[config.mk]
export PLATFORM = sky130hd
export DESIGN_NAME = if_fetch_queue
export DESIGN_NICKNAME = d
export VERILOG_FILES = /design/src/rtl/if_fetch_queue.sv
export SDC_FILE = /design/constraint.sdc
export NUM_CORES = 1
export LEC_CHECK = 0
export CORE_ASPECT_RATIO = 1.5
export CORE_MARGIN = 3
export CORE_UTILIZATION = 50
export DETAILED_ROUTE_END_ITERATION = 7
export GPL_TIMING_DRIVEN = 0
export PLACE_DENSITY = 0.79
export SLEW_MARGIN = 20
export SYNTH_ARGS = -nofsm -noshare
export SYNTH_HDL_FRONTEND = slang
export SYNTH_SLANG_ARGS = --single-unit
export TNS_END_PERCENT = 5
[constraint.sdc]
create_clock -name clk -period 6.12 [get_ports clk]
set_input_delay 0.918 -clock clk [delete_from_list [all_inputs] [get_ports clk]]
set_output_delay 0.918 -clock clk [all_outputs]
set_load 0.005 [all_outputs]
[src/rtl/if_fetch_queue.sv]
// rtl/if_fetch_queue.sv - instruction fetch front end: PC, in-order imem requests, fetch queue to decode
// Optional same-cycle response bypass to decode when IF_BYPASS_EN is defined.
module if_fetch_queue #(
   parameter logic [31:0] RESET_PC = 32'h0000_0000,
   parameter int          FQ_DEPTH = 4
) (
   input  logic        clk,
   input  logic        reset,
   output logic        imem_req_valid,
   output logic [31:0] imem_req_addr,
   input  logic        imem_req_ready,
   input  logic        imem_rsp_valid,
   input  logic [31:0] imem_rsp_data,
   input  logic        redirect_valid,
   input  logic [31:0] redirect_pc,
   output logic        id_valid,
   output logic [31:0] id_pc,
   output logic [31:0] id_instr,
   input  logic        id_ready
);
   localparam int AW = $clog2(FQ_DEPTH);
   localparam logic [AW+1:0] DEPTH_W = (AW+2)'(FQ_DEPTH);
   localparam logic [AW:0]   DEPTH_C = (AW+1)'(FQ_DEPTH);

   logic [31:0]   pc;
   logic [31:0]   q_pc    [FQ_DEPTH];
   logic [31:0]   q_instr [FQ_DEPTH];
   logic [31:0]   tag_pc  [FQ_DEPTH];
   logic [AW-1:0] q_rd, q_wr, tag_rd, tag_wr;
   logic [AW:0]   q_cnt, outstanding, drop;
   logic          q_empty, accept, rsp_live, bypass, push, pop;

   always_comb begin
      q_empty        = (q_cnt == '0);
      // credit: every in-flight request must have a queue slot waiting for it
      imem_req_valid = !reset && !redirect_valid &&
                       (({1'b0, q_cnt} + {1'b0, outstanding}) < DEPTH_W);
      imem_req_addr  = pc;
      accept         = imem_req_valid && imem_req_ready;
      rsp_live       = imem_rsp_valid && (drop == '0) && !redirect_valid && !reset;
`ifdef IF_BYPASS_EN
      bypass         = rsp_live && q_empty;
`else
      bypass         = 1'b0;
`endif
      id_valid       = !reset && (!q_empty || bypass);
      id_pc          = bypass ? tag_pc[tag_rd] : q_pc[q_rd];
      id_instr       = bypass ? imem_rsp_data  : q_instr[q_rd];
      pop            = id_valid && id_ready && !q_empty;
      push           = rsp_live && !(bypass && id_ready);
   end

   always_ff @(posedge clk) begin
      if (reset) begin
         pc          <= RESET_PC;
         q_rd        <= '0;
         q_wr        <= '0;
         q_cnt       <= '0;
         tag_rd      <= '0;
         tag_wr      <= '0;
         outstanding <= '0;
         drop        <= '0;
      end else begin
         outstanding <= outstanding + (AW+1)'(accept) - (AW+1)'(imem_rsp_valid);
         if (redirect_valid) begin
            pc     <= {redirect_pc[31:2], 2'b00};
            q_rd   <= '0;
            q_wr   <= '0;
            q_cnt  <= '0;
            tag_rd <= '0;
            tag_wr <= '0;
            // everything still in flight after this cycle belongs to the old path
            drop   <= outstanding - (AW+1)'(imem_rsp_valid);
         end else begin
            if (accept) begin
               pc     <= pc + 32'd4;
               tag_wr <= tag_wr + AW'(1);
            end
            if (imem_rsp_valid) begin
               if (drop != '0)
                  drop <= drop - (AW+1)'(1);
               else
                  tag_rd <= tag_rd + AW'(1);
            end
            if (push)
               q_wr <= q_wr + AW'(1);
            if (pop)
               q_rd <= q_rd + AW'(1);
            q_cnt <= q_cnt + (AW+1)'(push) - (AW+1)'(pop);
         end
      end
   end

   always_ff @(posedge clk) begin
      if (!reset && !redirect_valid) begin
         if (accept)
            tag_pc[tag_wr] <= pc;
         if (push) begin
            q_pc[q_wr]    <= tag_pc[tag_rd];
            q_instr[q_wr] <= imem_rsp_data;
         end
      end
   end

   always_ff @(posedge clk) begin
      if (!reset)
         assert (!(push && q_cnt == DEPTH_C));
   end
endmodule

==> impl_metrics.csv <==
group,metric,value,unit
synth,synth_top_area_share,68.22,%
drt,wl_per_cell,21.43,um
drt,antenna_left,0,
critical_path,reg2regPathDepth,13,
synth,synth_edf_count,368,
critical_path,required,5200,ps
synth,synthFlopType,"edfxtp_1",
critical_path,crit_cells,4,
critical_path,path_cells,"clkbuf_1 > buf_1 > mux4_2 > clkdlybuf4s50_1",
synth,async_flop_share,0,%
clock_tree,cts-htree-levels,2,
synth,synth.area.top_cells,"edfxtp_1 (68%), mux4_2 (13%), dfxtp_1 (6.3%)",
critical_path,cp_max_fo,10,
power,ir_worst_vdd,0.1729,mV
critical_path,critPathMaxStageDelay,720,ps
drt,top_layer,"met4",
die,die-area,34640,um2
grt,overflow,0,
place,placed_area,18560,um2
critical_path,cpLargestDelayFamily,"buffers and inverters",
synth,netlist_area,16200,um2
cells_and_area,fin_nets,1154,
place,dp.final_hpwl,20.84,mm
synth,synth-seq-cells,419,
timing,finClkSkew,11.65,ps
synth,seq_area_frac_synth,74.52,%
drt,wl,32.20,mm
critical_path,worst_setup_path_start_kind,"flop",
critical_path,worstPathArrival,3230,ps
clock_tree,clkSlewWorstSetupHoldPaths,60,ps
grt,antenna_found_initial,0,
synth,synth_top_area_cell,"edfxtp_1",
timing,timing.hold.ws,502.6,ps
critical_path,r2r-start,"outstanding[1]",
cells_and_area,antenna_cells,0,
drt,viasPerCell,5.681,
drt,drc,0,
critical_path,crit_buf_inv,3,
drt,met2_length,17.10,mm
clock_tree,clk_latency,530,ps
clock_tree,cts_root_buf,"clkbuf_16",
timing,drv_slew,0,
timing,rsz0062_at_grt,"false",
power,power.density,303.6,nW/um2
critical_path,end_kind,"output port",
synth,synth_cells,852,
die,core_area,31930,um2
hold_path,hold_class,"reg2reg",
clock_tree,post_cts_buffers,0,
grt,grt_pass1_wl,50.49,mm
die,placementRows,80,
timing,hold_viol_final,0,
cells_and_area,syn_to_final_growth,22.53,%
clock_tree,cts_buffer_depth,3,
run,cap_violations,0,
timing,fin_crit_sh,67.82,%
clock_tree,ctsResizeCount,0,
timing,period_needed,4150,ps
die,start_util,50.73,%
timing,tightest_slew,884.3,ps
cells_and_area,design_area,19850,um2
critical_path,timing.rr.end,"outstanding[2]",
power,p_leak,6.272,nW
timing,relSlewSlack,41.04,%
die,num_io_pins,168,
drt,drt-initial-drc-count,621,
synth,yosysWarnings,0,
cells_and_area,drive_above_1_share,16.10,%
clock_tree,clock-sinks,419,
place,gp_routability_congestion,0.9276,
die,die_h,226.4,um
die,die_x,153.0,um
synth,syn_avg_cell_area,19.01,um2
place,io_buffers,160,
clock_tree,cts_tree,"done",
drt,via_count,8538,
critical_path,crit_type,"reg2out",
critical_path,cp-endpoint,"id_pc[10]",
clock_tree,numCtsBuffers,38,
outcome,status,"finished, final reports clean",
grt,grt_pass1_vias,8794,
critical_path,regToRegSetupSlack,2640,ps
grt,grt_start_max_net_pins,47,
cells_and_area,fillCellCount,2187,
drt,drt-pass1-iter-count,5,
critical_path,slowest_stage,"buf_1",
grt,grtUsageTotal,18.74,%
timing,fin_tns_setup,0,ps
drt,m1WireLength,12.39,mm
drt,wl_met3,1.610,mm
clock_tree,postCtsHoldBufs,0,
timing,setup_viol,0,
timing,max_freq,240.9,MHz
synth,yosysUniqueCellTypes,51,
## worst min-delay path, stage by stage, from the launching register on
cell and delay, ps:
dfxtp_1 330, nand2_1 60, a21oi_1 60
## cells in the final DEF, fill, tap and decap left out, types with 5 or more instances in the layout
master,netlist,routed
xnor2_1,13,13
and3_1,13,13
clkinv_1,0,8
nand3_1,5,5
mux4_2,92,92
clkbuf_1,22,32
a31oi_1,12,12
nand2_1,32,32
and2_1,14,6
a211oi_1,6,6
nor4_1,7,7
o21ai_0,12,12
inv_1,21,21
nor3_1,10,10
ha_1,19,19
or3_1,5,5
clkdlybuf4s50_1,0,160
a21oi_1,29,29
edfxtp_1,368,368
buf_1,13,13
bufinv_16,0,5
dfxtp_1,51,51
nor2_1,36,36
clkbuf_16,0,41
nand4_1,12,12
buf_16,0,8
## synthesized netlist by cell type, types with 6 or more instances
| master | n |
|---|---|
| a31oi_1 | 12 |
| mux4_2 | 92 |
| clkbuf_1 | 22 |
| inv_1 | 21 |
| xnor2_1 | 13 |
| nor4_1 | 7 |
| and2_1 | 14 |
| a21oi_1 | 29 |
| nor2_1 | 36 |
| edfxtp_1 | 368 |
| and3_1 | 13 |
| ha_1 | 19 |
| o21ai_0 | 12 |
| dfxtp_1 | 51 |
| nand4_1 | 12 |
| nor3_1 | 10 |
| buf_1 | 13 |
| a211oi_1 | 6 |
| nand2_1 | 32 |
## where the power goes
| part | switching, W | internal (W) | total, W |
|---|---|---|---|
| clock network | 0.000983 | 0.00145 | 0.00243 |
| logic | 0.000170 | 0.000189 | 0.000359 |
| registers | 0.0000552 | 0.00318 | 0.00324 |
| total | 0.00121 | 0.00482 | 0.00603 |
## sequential cells by signal, summed over array words and instances, names as in the netlist, 3 cells and up, named ones only
name,flops
imem_req_addr,30
tag_pc,120
drop,3
q_cnt,3
outstanding,3
q_instr,128
q_pc,120
## layer usage
metal	vias up	global-route usage (%)
met5	-	0
met4	0	6.816
met3	81	2.731
met2	310	33.57
met1	4293	23.44
li1	3854	-
## cell families after synthesis
family,Yosys count,share of synthesized area (%)
fa+ha+maj,21,1.715
buf+inv,65,1.630
flops,419,74.52
mux,96,13.04
xor+xnor,17,0.9192
simple gates,155,5.183
other cells,1,0.02315
compound gates,78,2.966
## per-stage QoR
stage               power, W  cells  utilization, %  setup WS [ps]
floorplan           0.003467    855               -           2584
global placement    0.003639   1425           57.39          991.3
finish              0.006026   1503           62.16           1970
detailed placement  0.003659   1433           58.12           1847
global route        0.006236   1503           62.16           1680
CTS                 0.006085   1503           62.16           1820
## worst min-delay path by stage
stage                    from         to  slack [ps]  depth (start not counted)
floorplan           tag_wr[1]  tag_wr[1]         470                          2
global placement    tag_wr[1]  tag_wr[1]         480                          2
detailed placement  tag_wr[1]  tag_wr[1]         500                          2
CTS                 tag_wr[1]  tag_wr[1]         500                          2
global route        tag_wr[1]  tag_wr[1]         530                          2
finish              tag_wr[1]  tag_wr[1]         500                          2
## cell type report
type	count	area, um2	share of cell area, %
Sequential cell	419	12070	60.82
Multi-Input combinational cell	371	3889	19.59
Timing Repair Buffer	168	1822	9.179
Clock buffer	52	1077	5.428
Tap cell	410	513.0	2.585
Clock inverter	18	211.5	1.065
Buffer	43	181.4	0.9141
Inverter	22	82.58	0.4161
(Power assumes the default switching activity.)
